[config.mk]
export PLATFORM = sky130hd
export DESIGN_NAME = idma_init_write_pipe
export DESIGN_NICKNAME = d
export VERILOG_FILES = /design/src/rtl/idma_init_write_pipe.sv
export SDC_FILE = /design/constraint.sdc
export NUM_CORES = 1
export LEC_CHECK = 0
export CAP_MARGIN = 10
export CORE_ASPECT_RATIO = 1.5
export CORE_MARGIN = 5
export CORE_UTILIZATION = 35
export CTS_CLUSTER_SIZE = 14
export DETAILED_ROUTE_END_ITERATION = 6
export MAX_ROUTING_LAYER = met4
export PLACE_DENSITY = 0.72
export SLEW_MARGIN = 20
export SYNTH_ARGS = -nofsm -noshare
export SYNTH_HDL_FRONTEND = slang
export SYNTH_SLANG_ARGS = --single-unit
[constraint.sdc]
create_clock -name clk_i -period 4.52 [get_ports clk_i]
set_input_delay 0.904 -clock clk_i [delete_from_list [all_inputs] [get_ports clk_i]]
set_output_delay 0.904 -clock clk_i [all_outputs]
set_load 0.01 [all_outputs]
[src/rtl/idma_init_write_pipe.sv]
// idma_init_write_pipe: registered INIT write terminator popping aligned bytes from the dataflow buffer
// Ports:
//   clk_i, rst_i                                  clock, synchronous active-high reset
//   w_dp_offset_i/tailer_i, w_dp_valid_i/ready_o  beat geometry and request handshake
//   dp_poison_i                                   zero the strobe of the current beat
//   w_dp_valid_o/ready_i/err_o                    response returned to the datapath
//   meta_cfg_i/id_i, meta_valid_i/ready_o         write meta handshake
//   init_req_valid_o/ready_i, init_cfg_o/id_o,
//   init_term_o/strb_o                            registered INIT write beat
//   init_rsp_valid_i/ready_o/err_i                INIT response handshake
//   buffer_out_i/valid_i/ready_o                  per-byte buffer interface
//   outstanding_o, idle_o                         in-flight beat count, idle flag
module idma_init_write_pipe #(
    parameter int unsigned StrbWidth       = 16,
    parameter int unsigned OffsetWidth     = $clog2(StrbWidth),
    parameter int unsigned IdWidth         = 4,
    parameter int unsigned CfgWidth        = 32,
    parameter int unsigned MaxOutstanding  = 4,
    parameter bit          MaskInvalidData = 1'b1
) (
    input  logic                               clk_i,
    input  logic                               rst_i,
    input  logic [OffsetWidth-1:0]             w_dp_offset_i,
    input  logic [OffsetWidth-1:0]             w_dp_tailer_i,
    input  logic                               w_dp_valid_i,
    output logic                               w_dp_ready_o,
    input  logic                               dp_poison_i,
    output logic                               w_dp_err_o,
    output logic                               w_dp_valid_o,
    input  logic                               w_dp_ready_i,
    input  logic [CfgWidth-1:0]                meta_cfg_i,
    input  logic [IdWidth-1:0]                 meta_id_i,
    input  logic                               meta_valid_i,
    output logic                               meta_ready_o,
    output logic                               init_req_valid_o,
    input  logic                               init_req_ready_i,
    output logic [CfgWidth-1:0]                init_cfg_o,
    output logic [IdWidth-1:0]                 init_id_o,
    output logic [8*StrbWidth-1:0]             init_term_o,
    output logic [StrbWidth-1:0]               init_strb_o,
    input  logic                               init_rsp_valid_i,
    output logic                               init_rsp_ready_o,
    input  logic                               init_rsp_err_i,
    input  logic [8*StrbWidth-1:0]             buffer_out_i,
    input  logic [StrbWidth-1:0]               buffer_out_valid_i,
    output logic [StrbWidth-1:0]               buffer_out_ready_o,
    output logic [$clog2(MaxOutstanding+1)-1:0] outstanding_o,
    output logic                               idle_o
);
    localparam int unsigned DataWidth = 8*StrbWidth;
    localparam int unsigned OutWidth  = $clog2(MaxOutstanding+1);

    logic [StrbWidth-1:0]   mask, lo_mask, hi_mask;
    logic [OffsetWidth:0]   hi_shift;
    logic [DataWidth-1:0]   term;
    logic                   ready_to_write, load, rsp_hs, rsp_dec;
    logic                   valid_q, valid_d;
    logic [CfgWidth-1:0]    cfg_q, cfg_d;
    logic [IdWidth-1:0]     id_q, id_d;
    logic [StrbWidth-1:0]   strb_q, strb_d;
    logic [DataWidth-1:0]   term_q, term_d;
    logic [OutWidth-1:0]    out_q, out_d;

    always_comb begin
        lo_mask  = {StrbWidth{1'b1}} << w_dp_offset_i;
        hi_shift = (OffsetWidth+1)'(StrbWidth) - {1'b0, w_dp_tailer_i};
        hi_mask  = (w_dp_tailer_i != '0) ? {StrbWidth{1'b1}} >> hi_shift : {StrbWidth{1'b1}};
        mask     = lo_mask & hi_mask;
    end

    always_comb begin
        term = buffer_out_i;
        for (int b = 0; b < StrbWidth; b++)
            term[8*b +: 8] = (MaskInvalidData && !mask[b]) ? 8'h00 : buffer_out_i[8*b +: 8];
    end

    // Every masked byte must be present; an empty buffer never feeds a beat, even for an empty mask.
    assign ready_to_write = w_dp_valid_i & meta_valid_i & ((buffer_out_valid_i & mask) == mask)
                          & (buffer_out_valid_i != '0);
    // Credit check uses the registered count, so a response in the same cycle cannot free a slot.
    assign load = ready_to_write & !rst_i & (!valid_q | init_req_ready_i)
                & (out_q < OutWidth'(MaxOutstanding));
    assign rsp_hs  = init_rsp_valid_i & w_dp_ready_i;
    assign rsp_dec = rsp_hs & (out_q != '0);

    assign buffer_out_ready_o = load ? mask : '0;
    assign w_dp_ready_o       = load;
    assign meta_ready_o       = load;
    assign w_dp_valid_o       = init_rsp_valid_i;
    assign init_rsp_ready_o   = w_dp_ready_i;
    assign w_dp_err_o         = init_rsp_err_i;
    assign init_req_valid_o   = valid_q;
    assign init_cfg_o         = cfg_q;
    assign init_id_o          = id_q;
    assign init_strb_o        = strb_q;
    assign init_term_o        = term_q;
    assign outstanding_o      = out_q;
    assign idle_o             = !valid_q & (out_q == '0);

    always_comb begin
        valid_d = load | (valid_q & !init_req_ready_i);
        cfg_d   = load ? meta_cfg_i : cfg_q;
        id_d    = load ? meta_id_i : id_q;
        strb_d  = load ? (dp_poison_i ? '0 : mask) : strb_q;
        term_d  = load ? term : term_q;
        out_d   = (load && !rsp_dec) ? out_q + OutWidth'(1) :
                  (!load && rsp_dec) ? out_q - OutWidth'(1) : out_q;
    end

    always_ff @(posedge clk_i) begin
        if (rst_i) begin
            valid_q <= 1'b0;
            cfg_q   <= '0;
            id_q    <= '0;
            strb_q  <= '0;
            term_q  <= '0;
            out_q   <= '0;
        end else begin
            valid_q <= valid_d;
            cfg_q   <= cfg_d;
            id_q    <= id_d;
            strb_q  <= strb_d;
            term_q  <= term_d;
            out_q   <= out_d;
        end
    end

    a_no_rsp_underflow: assert property (@(posedge clk_i) disable iff (rst_i)
        !(rsp_hs && out_q == '0));
endmodule

==> reports/metrics.cfg <==
[status]
status=finished clean

[timing]
timing.final.crit_share=0.987
slew_violations=0
clock_skew_ps=14.4
hold_viol_final=0
setup-tns-final_ps=0
max_freq_ghz=0.224
setup_slack_ps=60.8
rsz0062_at_grt=false
slew_headroom=0.321
period_needed_ps=4460
setup_viol=0
worst_slew_pin_slew_ps=1020

[placement]
portBuffers=400
dp_slack_ps=-536
place_congestion=0.914
hpwl_mm=24.7

[critical_path]
criticalPathCategory=input port to primary output
cp.required_ps=3620
cp-end-kind=primary output
r2r-start=outstanding_o[2]$_SDFFE_PP0P_
start_kind=input port
cpPeakStageDelay_ps=580
crit_chain=clkdlybuf4s50_1 > or4b_4 > o211a_4 > o21ai_4 > nor3_1 > nor4_4 > nand2_2 > buf_4 > buf_12 > nor3_1 > buf_2
r2r_slack_ps=1330
critPathMostFrequentCell=nor3_1
ff2ff_path_depth=15
cp_max_fo=11
r2r-end=outstanding_o[2]$_SDFFE_PP0P_
crit_arrival_ps=3560
critPathSlowestCell=clkdlybuf4s50_1

[global_route]
antenna_found_initial=3
grt_pass1_wl_mm=51.1
grt_overflow=0
grt_pass1_vias=8909
grt_usage=0.257
grt_max_degree=110

[run]
max_cap_viol_count=0

[synthesis]
syn_nets=1181
syn_avg_cell_area_um2=8.23
synthCells=978
ys_seq_area_frac=0.458
synth_flop_cell=dfxtp_1
synth_seq_cells=184
syn-cell-area_mm2=0.00805
async_flop_share=0
synth_edf_count=0
ys_warn_count=0
synth_cell_types=44

[routing]
wire_per_inst_um=20.6
dr.first_iter.drc_count=564
drc=0
vias=9045
viasPerCell=5.39
wl_mm=34.5
dr.pass1.iters=5
antenna_left=0

[floorplan]
coreArea_mm2=0.0228
die_w_um=134
num_io_pins=403
die_h_um=196
fp-row-count=68
die_area_mm2=0.0262
start_util=0.353

[worst_hold_path]
min_from=init_term_o[56]$_SDFFE_PP0N_
holdCritPathClass=flop to flop
min_delay_path_depth=2
min_to=init_term_o[56]$_SDFFE_PP0N_

[final_layout]
fin_nets=1584
drive_gt1_frac=0.120
num-fill-cells=2067
syn_to_final_growth_pct=66.3

[clocking]
clk_pin_slew_worst_paths_ps=70
clk_path_buf_depth=2
cts.sinks=184
h-tree-depth=4
clockRootBuffer=clkbuf_16
cts_made_buffers=17
clock_latency_ps=440
tritoncts=built

[power_and_ir_drop]
p_leak_uw=0.00462
power.density_mw_per_mm2=287
peakVddDrop_mv=0.254

-- area by class of cell --
type	count	area, um2	area share
clock inverter	10	116	0.00870
inverter	9	33.8	0.00253
multi-input combinational	687	4130	0.309
sequential	184	3680	0.275
tap	280	350	0.0262
clock buffer	22	474	0.0354
timing repair buffer	482	4580	0.343
antenna	3	7.51	0.000561
-- critical path: cells and delay by family --
kind                   cells  cell delay, ps
buffers and inverters      4            1050
and+or+nand+nor            5            1220
AOI/OAI and AO/OA          2             370
-- routing by layer --
layer | vias to the layer above | part of all wire | global-route usage | wire length [um]
li1 | 4331 | - | - | -
met5 | - | 0 | - | 0
met3 | 65 | 0.062 | 0.0600 | 2140
met4 | 0 | 0.034 | 0.0980 | 1170
met1 | 4263 | 0.40 | 0.292 | 13900
met2 | 386 | 0.50 | 0.437 | 17200
-- cell usage after synthesis, types with 2 or more instances --
master,instances,area [um2]
nand2b_1,123,769
or2_2,4,25.0
buf_4,4,30.0
nor2b_1,32,200
or4_1,7,52.6
buf_2,7,35.0
inv_1,8,30.0
o21ai_1,42,210
nor4_1,5,31.3
o22ai_1,4,25.0
nand2_1,22,82.6
o41ai_1,4,35.0
nor3b_1,2,15.0
o21ai_2,2,17.5
nand3_1,37,185
o32ai_1,4,35.0
o22a_1,2,17.5
nor3_1,29,145
dfxtp_1,184,3680
o21ai_0,172,861
buf_1,5,18.8
a21oi_1,42,210
clkbuf_1,82,308
nand4_1,113,707
xor2_1,3,26.3
or3_1,2,12.5
ha_1,5,62.6
nor2_1,16,60.1
-- flip-flops by register name, summed over array words and instances, names as in the netlist --
| register | flops |
|---|---|
| init_cfg_o | 32 |
| init_id_o | 4 |
| init_req_valid_o | 1 |
| init_term_o | 128 |
| init_strb_o | 16 |
| outstanding_o | 3 |
-- metrics by stage --
stage	power (uW)	area (um2)	instances	utilization	hold WS, ps
6_report	3840	13400	1677	0.587	469
5_1_grt	3980	13400	1677	0.587	489
4_1_cts	3850	13300	1671	0.582	469
3_5_place_dp	2310	12600	1630	0.552	455
3_3_place_gp	2320	12600	1630	0.552	452
2_1_floorplan	1940	8050	978	-	486
-- worst max-delay path by stage --
stage                     start                       endpoint  slack (ps)  depth (start not counted)
6_report       w_dp_tailer_i[3]         buffer_out_ready_o[12]          60                         11
4_1_cts        w_dp_tailer_i[2]          buffer_out_ready_o[0]           7                         13
5_1_grt        w_dp_tailer_i[3]         buffer_out_ready_o[12]          30                         11
2_1_floorplan  w_dp_tailer_i[1]  outstanding_o[2]$_SDFFE_PP0P_          60                         19
3_3_place_gp   w_dp_tailer_i[1]          buffer_out_ready_o[7]        -480                         14
3_5_place_dp   w_dp_tailer_i[1]          buffer_out_ready_o[7]        -540                         14
-- cells in the final DEF, fill, tap and decap left out, drive strengths merged, types with 3 or more instances in the layout --
cell type / n
a21oi: 42
buf: 92
clkbuf: 28
clkdlybuf4s50: 378
clkinv: 3
dfxtp: 184
diode: 3
dlygate4sd2: 3
dlymetal6s2s: 3
ha: 5
inv: 12
nand2: 22
nand2b: 123
nand3: 37
nand4: 113
nor2: 17
nor2b: 32
nor3: 29
nor4: 6
o21ai: 216
o22ai: 4
o32ai: 4
o41ai: 4
or2: 4
or4: 7
xor2: 3
-- report_power, final --
part	internal [uW]	total, uW	switching (uW)	leakage [uW]
clock	862	1510	652	0.000287
combinational	321	680	359	0.00285
sequential	1630	1650	11.0	0.00148
-- timing repair --
item | 4_1_cts | 5_1_grt
pin swaps | 4 | 6
hold buffers | 0 | 0
resized for setup | 58 | 38
setup buffers | 9 | 3
endpoints found under the setup margin | 18 | 18
-- cell families (layout without fill, tap and decap cells) --
group | after synthesis | count (layout) | share of synthesized area
flip-flops | 184 | 184 | 0.458
buffers and inverters | 107 | 523 | 0.0529
AO/OA/AOI/OAI | 281 | 281 | 0.186
AND/OR/NAND/NOR | 396 | 396 | 0.289
XOR/XNOR | 3 | 3 | 0.00327
multiplexers | 1 | 1 | 0.00124
adder cells (fa/ha/maj) | 6 | 6 | 0.0103
other | 0 | 3 | 0
No activity file was read; power rests on OpenSTA's default activity.
